===== src/rtl/apb_mem_completer.sv =====
// APB3 completer backed by a small word-addressed register memory, with
// programmable wait states, out-of-range error response and a transfer counter.
// Optional macro APB_MEM_RO_UPPER_EN makes the upper half of the memory read-only.
module apb_mem_completer #(
    parameter int DEPTH       = 16,
    parameter int WAIT_STATES = 0,
    parameter int CNT_W       = 16
) (
    input  logic             pclk_i,
    input  logic             presetn_i,
    input  logic             psel_i,
    input  logic             penable_i,
    input  logic             pwrite_i,
    input  logic [7:0]       paddr_i,
    input  logic [31:0]      pwdata_i,
    output logic [31:0]      prdata_o,
    output logic             pready_o,
    output logic             pslverr_o,
    output logic [CNT_W-1:0] xfer_cnt_o
);

    typedef enum logic [1:0] {ST_IDLE, ST_WAIT, ST_RESP} state_t;

    state_t             state_q, state_d;
    logic [3:0]         wcnt_q, wcnt_d;
    logic [7:0]         addr_q, addr_d;
    logic               write_q, write_d;
    logic [31:0]        wdata_q, wdata_d;
    logic [CNT_W-1:0]   cnt_q, cnt_d;
    logic [31:0]        mem_q [DEPTH];

    logic               addr_err;
    logic               xfer_err;
    logic               completion;
    logic               commit;
    logic [31:0]        rd_word;

    assign addr_err = ({1'b0, addr_q} >= 9'(DEPTH));
`ifdef APB_MEM_RO_UPPER_EN
    assign xfer_err = addr_err || (write_q && ({1'b0, addr_q} >= 9'(DEPTH / 2)));
`else
    assign xfer_err = addr_err;
`endif

    assign completion = (state_q == ST_RESP) && psel_i && penable_i;
    assign commit     = completion && write_q && !xfer_err;

    always_comb begin
        state_d = state_q;
        wcnt_d  = wcnt_q;
        addr_d  = addr_q;
        write_d = write_q;
        wdata_d = wdata_q;
        cnt_d   = cnt_q;
        case (state_q)
            ST_IDLE: begin
                if (psel_i && !penable_i) begin
                    addr_d  = paddr_i;
                    write_d = pwrite_i;
                    wdata_d = pwdata_i;
                    wcnt_d  = 4'(WAIT_STATES);
                    state_d = (WAIT_STATES > 0) ? ST_WAIT : ST_RESP;
                end
            end
            ST_WAIT: begin
                if (!psel_i) begin
                    state_d = ST_IDLE;
                    wcnt_d  = 4'd0;
                end else begin
                    wcnt_d = wcnt_q - 4'd1;
                    if (wcnt_q == 4'd1) state_d = ST_RESP;
                end
            end
            ST_RESP: begin
                if (!psel_i) begin
                    state_d = ST_IDLE;
                end else if (penable_i) begin
                    state_d = ST_IDLE;
                    cnt_d   = cnt_q + 1'b1;
                end
            end
            default: state_d = ST_IDLE;
        endcase
    end

    always_ff @(posedge pclk_i or negedge presetn_i) begin
        if (!presetn_i) begin
            state_q <= ST_IDLE;
            wcnt_q  <= 4'd0;
            addr_q  <= 8'd0;
            write_q <= 1'b0;
            wdata_q <= 32'd0;
            cnt_q   <= '0;
        end else begin
            state_q <= state_d;
            wcnt_q  <= wcnt_d;
            addr_q  <= addr_d;
            write_q <= write_d;
            wdata_q <= wdata_d;
            cnt_q   <= cnt_d;
        end
    end

    // Each word resets to its own index, so the memory cannot map onto a RAM macro.
    generate
        for (genvar gi = 0; gi < DEPTH; gi++) begin : g_word
            always_ff @(posedge pclk_i or negedge presetn_i) begin
                if (!presetn_i) begin
                    mem_q[gi] <= 32'(gi);
                end else if (commit && (addr_q == 8'(gi))) begin
                    mem_q[gi] <= wdata_q;
                end
            end
        end
    endgenerate

    always_comb begin
        rd_word = 32'd0;
        for (int i = 0; i < DEPTH; i++) begin
            if (addr_q == 8'(i)) rd_word = mem_q[i];
        end
    end

    assign pready_o   = (state_q == ST_RESP);
    assign pslverr_o  = pready_o && xfer_err;
    assign prdata_o   = (pready_o && !write_q && !addr_err) ? rd_word : 32'd0;
    assign xfer_cnt_o = cnt_q;

endmodule

===== config.mk =====
export PLATFORM = sky130hd
export DESIGN_NAME = apb_mem_completer
export DESIGN_NICKNAME = d
export VERILOG_FILES = /design/src/rtl/apb_mem_completer.sv
export SDC_FILE = /design/constraint.sdc
export NUM_CORES = 1
export LEC_CHECK = 0
export ABC_CLOCK_PERIOD_IN_PS = 2600
export CAP_MARGIN = 20
export CORE_MARGIN = 5
export CORE_UTILIZATION = 35
export CTS_BUF_LIST = sky130_fd_sc_hd__clkbuf_8
export CTS_CLUSTER_SIZE = 10
export DETAILED_ROUTE_END_ITERATION = 8
export HOLD_SLACK_MARGIN = 0.02
export PLACE_DENSITY_LB_ADDON = 0.08
export SYNTH_ARGS = -nofsm -noshare
export SYNTH_HDL_FRONTEND = slang
export SYNTH_SLANG_ARGS = --single-unit

===== constraint.sdc =====
create_clock -name pclk_i -period 2.6 [get_ports pclk_i]
set_input_delay 0.39 -clock pclk_i [delete_from_list [all_inputs] [get_ports pclk_i]]
set_output_delay 0.39 -clock pclk_i [all_outputs]
set_load 0.1 [all_outputs]

After elaboration in Yosys (flattened, before gate mapping)

Cells that the tools add are included.

Register bits: 575
Input port bits: 45
Output and inout bits: 50
Logic and storage cells: 106

$add $sub $neg: 2
$lt $le $gt $ge: 1
Equal/unequal tests: 21
Mux-type cells: 26
Reductions and logical operators: 34

Operator list:

| operator                                                               | count |
|---|---|
| 32-bit two-way mux                                                     | 17 |
| 8-bit by 4-bit == test with 1-bit output (second input constant)       | 8 |
| 8-bit by 3-bit == test with 1-bit output (second input constant)       | 4 |
| 1-bit logical AND                                                      | 24 |
| 16-bit by 1-bit adder with 16-bit output (second input constant)       | 1 |
| 8-bit by 2-bit == test with 1-bit output (second input constant)       | 2 |
| 2-bit two-way mux                                                      | 5 |
| 8-bit by 1-bit == test with 1-bit output (second input constant)       | 1 |
| 8-bit by 5-bit >= comparator with 1-bit output (second input constant) | 1 |
| 8-bit zero test                                                        | 1 |
| 4-bit two-way mux                                                      | 2 |
| 4-bit case mux with 2 select lines                                     | 1 |
| 3-bit inequality test (second input constant)                          | 2 |
| 2-bit case mux with 3 select lines                                     | 1 |
| 3-bit AND reduction                                                    | 2 |
| 4-bit by 1-bit == test with 1-bit output (second input constant)       | 1 |
| 2-bit AND reduction                                                    | 2 |
| 4-bit by 1-bit subtractor with 4-bit output (second input constant)    | 1 |
| 1-bit zero test                                                        | 3 |
| 2-bit by 1-bit == test with 1-bit output (second input constant)       | 1 |
| 2-bit == test (second input constant)                                  | 1 |
| 2-bit zero test                                                        | 1 |
| 2-bit inequality test (second input constant)                          | 1 |
| 2-bit nonzero test                                                     | 1 |

Logic depth before layout (Yosys ltp)

Word-level depth: 18
Depth in mapped cells: 9
Gate-level depth less buffers: 5

Worst setup path before layout

Ideal clock, no wire load.

Kind: register -> output
From: register state_q[1]
To: output prdata_o[15]
Arrival time: 4148 ps
Slack: -1938 ps
Cell stages (with the launch flop): 6
Buffers on the path: 1
Cell sequence: dfrtp_1 inv_1 nor3_2 clkbuf_1 o21ai_0 o32ai_1

Word-level cells in the longest chain between the ends: 4

RTL lines:

| element                        | RTL line | text |
|---|---|---|
| start: declaration             | 24       | `state_t state_q, state_d;` |
| start signal: assignment       | 95       | `state_q <= state_d;` |
| 2-bit == test                  | 124      | `assign pready_o = (state_q == ST_RESP);` |
| 1-bit logical AND (2 in a row) | 126      | `assign prdata_o = (pready_o && !write_q && !addr_err) ? rd_word : 32'd0;` |
| 32-bit two-way mux             | 126      |  |
| end: declaration               | 16       | `output logic [31:0] prdata_o,` |

Every way passes these cells.

Worst setup path in the final report

From: register addr_q[4]
To: output prdata_o[18]

Word-level cells in the longest chain between the ends: 18
Elaborated cells on any way between the ends: 36
Classes of those cells: order compare: 1; eq/ne: 15; mux: 17; reduce/logical: 3

RTL lines:

| element                          | RTL line | text |
|---|---|---|
| start: declaration               | 26       | `logic [7:0] addr_q, addr_d;` |
| start signal: assignment         | 97       | `addr_q <= addr_d;` |
| 8-bit zero test                  | 120      | `if (addr_q == 8'(i)) rd_word = mem_q[i];` |
| 32-bit two-way mux (16 in a row) | 120      |  |
| 32-bit two-way mux *             | 126      |  |

Mark *: on every way between the ends. The rest lies on a longest branch, timed or not.

==> run metrics <==
P per Cell Area=818 nW/um^2; static leakage=16.7 nW; gr usage total=22.7%; Clk pin slew, worst setup/hold paths=0.06 ns; most frequent cells in the layout=534 x dfrtp_1, 374 x mux2_1, 181 x buf_4; clk_lat worst skew=0.72 ns; Final min period=3.56 ns; total clock sinks=570; # port buffers=94; row count=101; Crit Path Category=reg -> out; highest metal used=met4; # DRC=0; largest net degree at the start of global routing=66; Slew @ Worst Pin=0.729 ns; slew margin rel.=51.4%; Reg2Reg Depth=11; Final Cycle Share=137%; GRT overflow=0; vias in the first global route=19700; Antenna Nets Post-Route=0; routed vias/inst=5.49; hold slack=0.252 ns; Peak Freq=281 MHz; antenna violations before repair=2; Yosys reg bits=570; Longest Clk Path Bufs=3; initial drt markers=1274; Synth warnings=0; worst min path class=in -> async; Detailed Routing Iterations Pass 1=5; RD Place Congestion=0.811; failing checks=setup timing; post-synthesis sequential area ratio=53.6%; die width=286 um; ys flop type=dfrtp_1; Mapped Area=26700 um^2; die area=81900 um^2; CTS tree=built; fraction of registers with async set/reset=100%; routed len/inst=27.7 um; status=finished, violations left; share of layout cells above drive strength 1=37.4%; top cells by area, synth=dfrtp_1 50%, mux2_1 19%, mux2_2 4.7%; global-route wire length before repair=138000 um; fin. max-slew vios=0; crit start category=flop; Chip Height=286 um; Initial Utilization=35.2%; r2r endpoint=mem_q[304]; worst-path fanout max=7; RSZ-0062 raised after global routing=true; area of the core=75800 um^2; count of cell types in the netlist=68; Critical Path AT=3.17 ns; Root Driver=clkbuf_8; hpwl dp=58700 um; Synthesized Nets=2071; Ports=95; DRT Wirelength=94600 um; CP endpoint kind=output port; metal2 WL=44500 um; Avg Cell Area, Syn=13.2 um^2; # setup viols final=139; Hold Fails Final Rpt=0; Clock H-tree levels=3; final core utilization=47.2%; EDFF count, synth=0; R2R Path Start=addr_q[4]; Nets=2403; final worst setup slack=-0.958 ns; CP required=2.21 ns; Setup WS pre-CTS=-0.288 ns; Peak VDD IR=0.000536 V; WL met3=3990 um; total of max-cap violations=0; CTS Buf Count=103; area leader, netlist=dfrtp_1; commonest non-fill, non-tap cell in the layout=dfrtp_1; Post-Syn Instances=2024; via count=18700; P&R area growth vs syn=33.9%; FF-to-FF setup slack=-0.17 ns; Fin Clk Skew=0.0428 ns; routed metal-1 wirelength=43900 um; post-synth top area share=50.4%
[sequential cells by signal, indices dropped and copies added, names as in the netlist]
register,cells
state_q,1
mem_q,512
wdata_q,32
addr_q,8
write_q,1
xfer_cnt_o,16
[cells in the mapped netlist, types with 12 or more instances]
master	instances
o21ai_1	14
buf_4	21
mux4_2	31
nor2_1	92
a31oi_1	13
mux2_1	458
a211o_1	12
nand2_1	51
a21oi_1	66
mux2i_1	69
mux2_2	112
o21ai_0	35
nor3_1	25
nor2b_1	36
buf_2	61
nand2b_1	24
dfstp_2	32
clkbuf_1	53
nand3_1	15
o32ai_1	14
dfrtp_1	538
o221ai_1	12
o22ai_1	21
a221oi_1	32
buf_1	37
[logic make-up after synthesis]
logic type               after synthesis  share of synthesized area (%)
buffers and inverters                179                           3.12
multiplexers                         670                           29.2
flip-flops                           570                           53.6
adder cells (fa/ha/maj)                2                         0.0937
AND/OR/NAND/NOR                      299                           5.99
XOR/XNOR                              16                          0.525
AO/OA/AOI/OAI                        288                           7.48
[critical path, stage by stage (launching register included)]
cell and delay [ns]:
dfrtp_1 0.38, or4_4 0.60, buf_12 0.18, nor2_4 0.17
buf_6 0.14, buf_12 0.11, a32o_1 0.15, nand4_1 0.22
a41oi_4 0.29, buf_12 0.21
[area by class of cell]
type | instances | area [um^2]
repair buffers | 400 | 5040
diodes | 1 | 2.50
clock buffers | 138 | 1900
inverters | 6 | 22.5
fillers | 6756 | 40100
well taps | 978 | 1220
multi-input cells | 1275 | 13000
flip-flops and latches | 570 | 14300
clock inverters | 49 | 256
[timing repair]
item / in CTS / in global routing
gates cloned: 13 / 2
endpoints found under the hold margin: 37 / 0
gates resized for setup: 148 / 124
setup endpoints to repair: 240 / 312
hold buffers: 1 / 0
setup buffers: 26 / 18
pin swaps: 37 / 36
[per-stage QoR]
step	std cells	area, um^2	power (mW)	TNS, ns
2_1_floorplan	2024	27200	15.1	-8.65
3_3_place_gp	3178	31800	19.9	-22.35
3_5_place_dp	3178	31800	19.9	-24.42
4_1_cts	3403	35100	29.2	-38.62
5_1_grt	3417	35800	30.5	-44.25
6_report	3417	35800	29.3	-33.42
[power breakdown]
part | internal (mW) | switching (mW) | total [mW]
Clock | 4.90 | 3.90 | 8.80
Combinational | 3.86 | 5.43 | 9.29
Sequential | 9.48 | 1.69 | 11.2
[routing by layer]
metal	global-route usage (%)	vias up
li1	-	8156
met5	0	-
met2	36.0	423
met3	3.64	136
met4	6.41	0
met1	32.5	10000
[worst max path at each step]
stage,start,endpoint,slack (ns),depth (start not counted)
after floorplan,addr_q[6],prdata_o[29],-0.46,6
after CTS,addr_q[4],prdata_o[21],-0.99,8
after global routing,addr_q[4],prdata_o[18],-1.05,9
after detailed placement,addr_q[6],prdata_o[12],-0.29,8
final,addr_q[4],prdata_o[18],-0.96,9
after global placement,addr_q[6],prdata_o[12],-0.29,8
(Power assumes the default switching activity.)
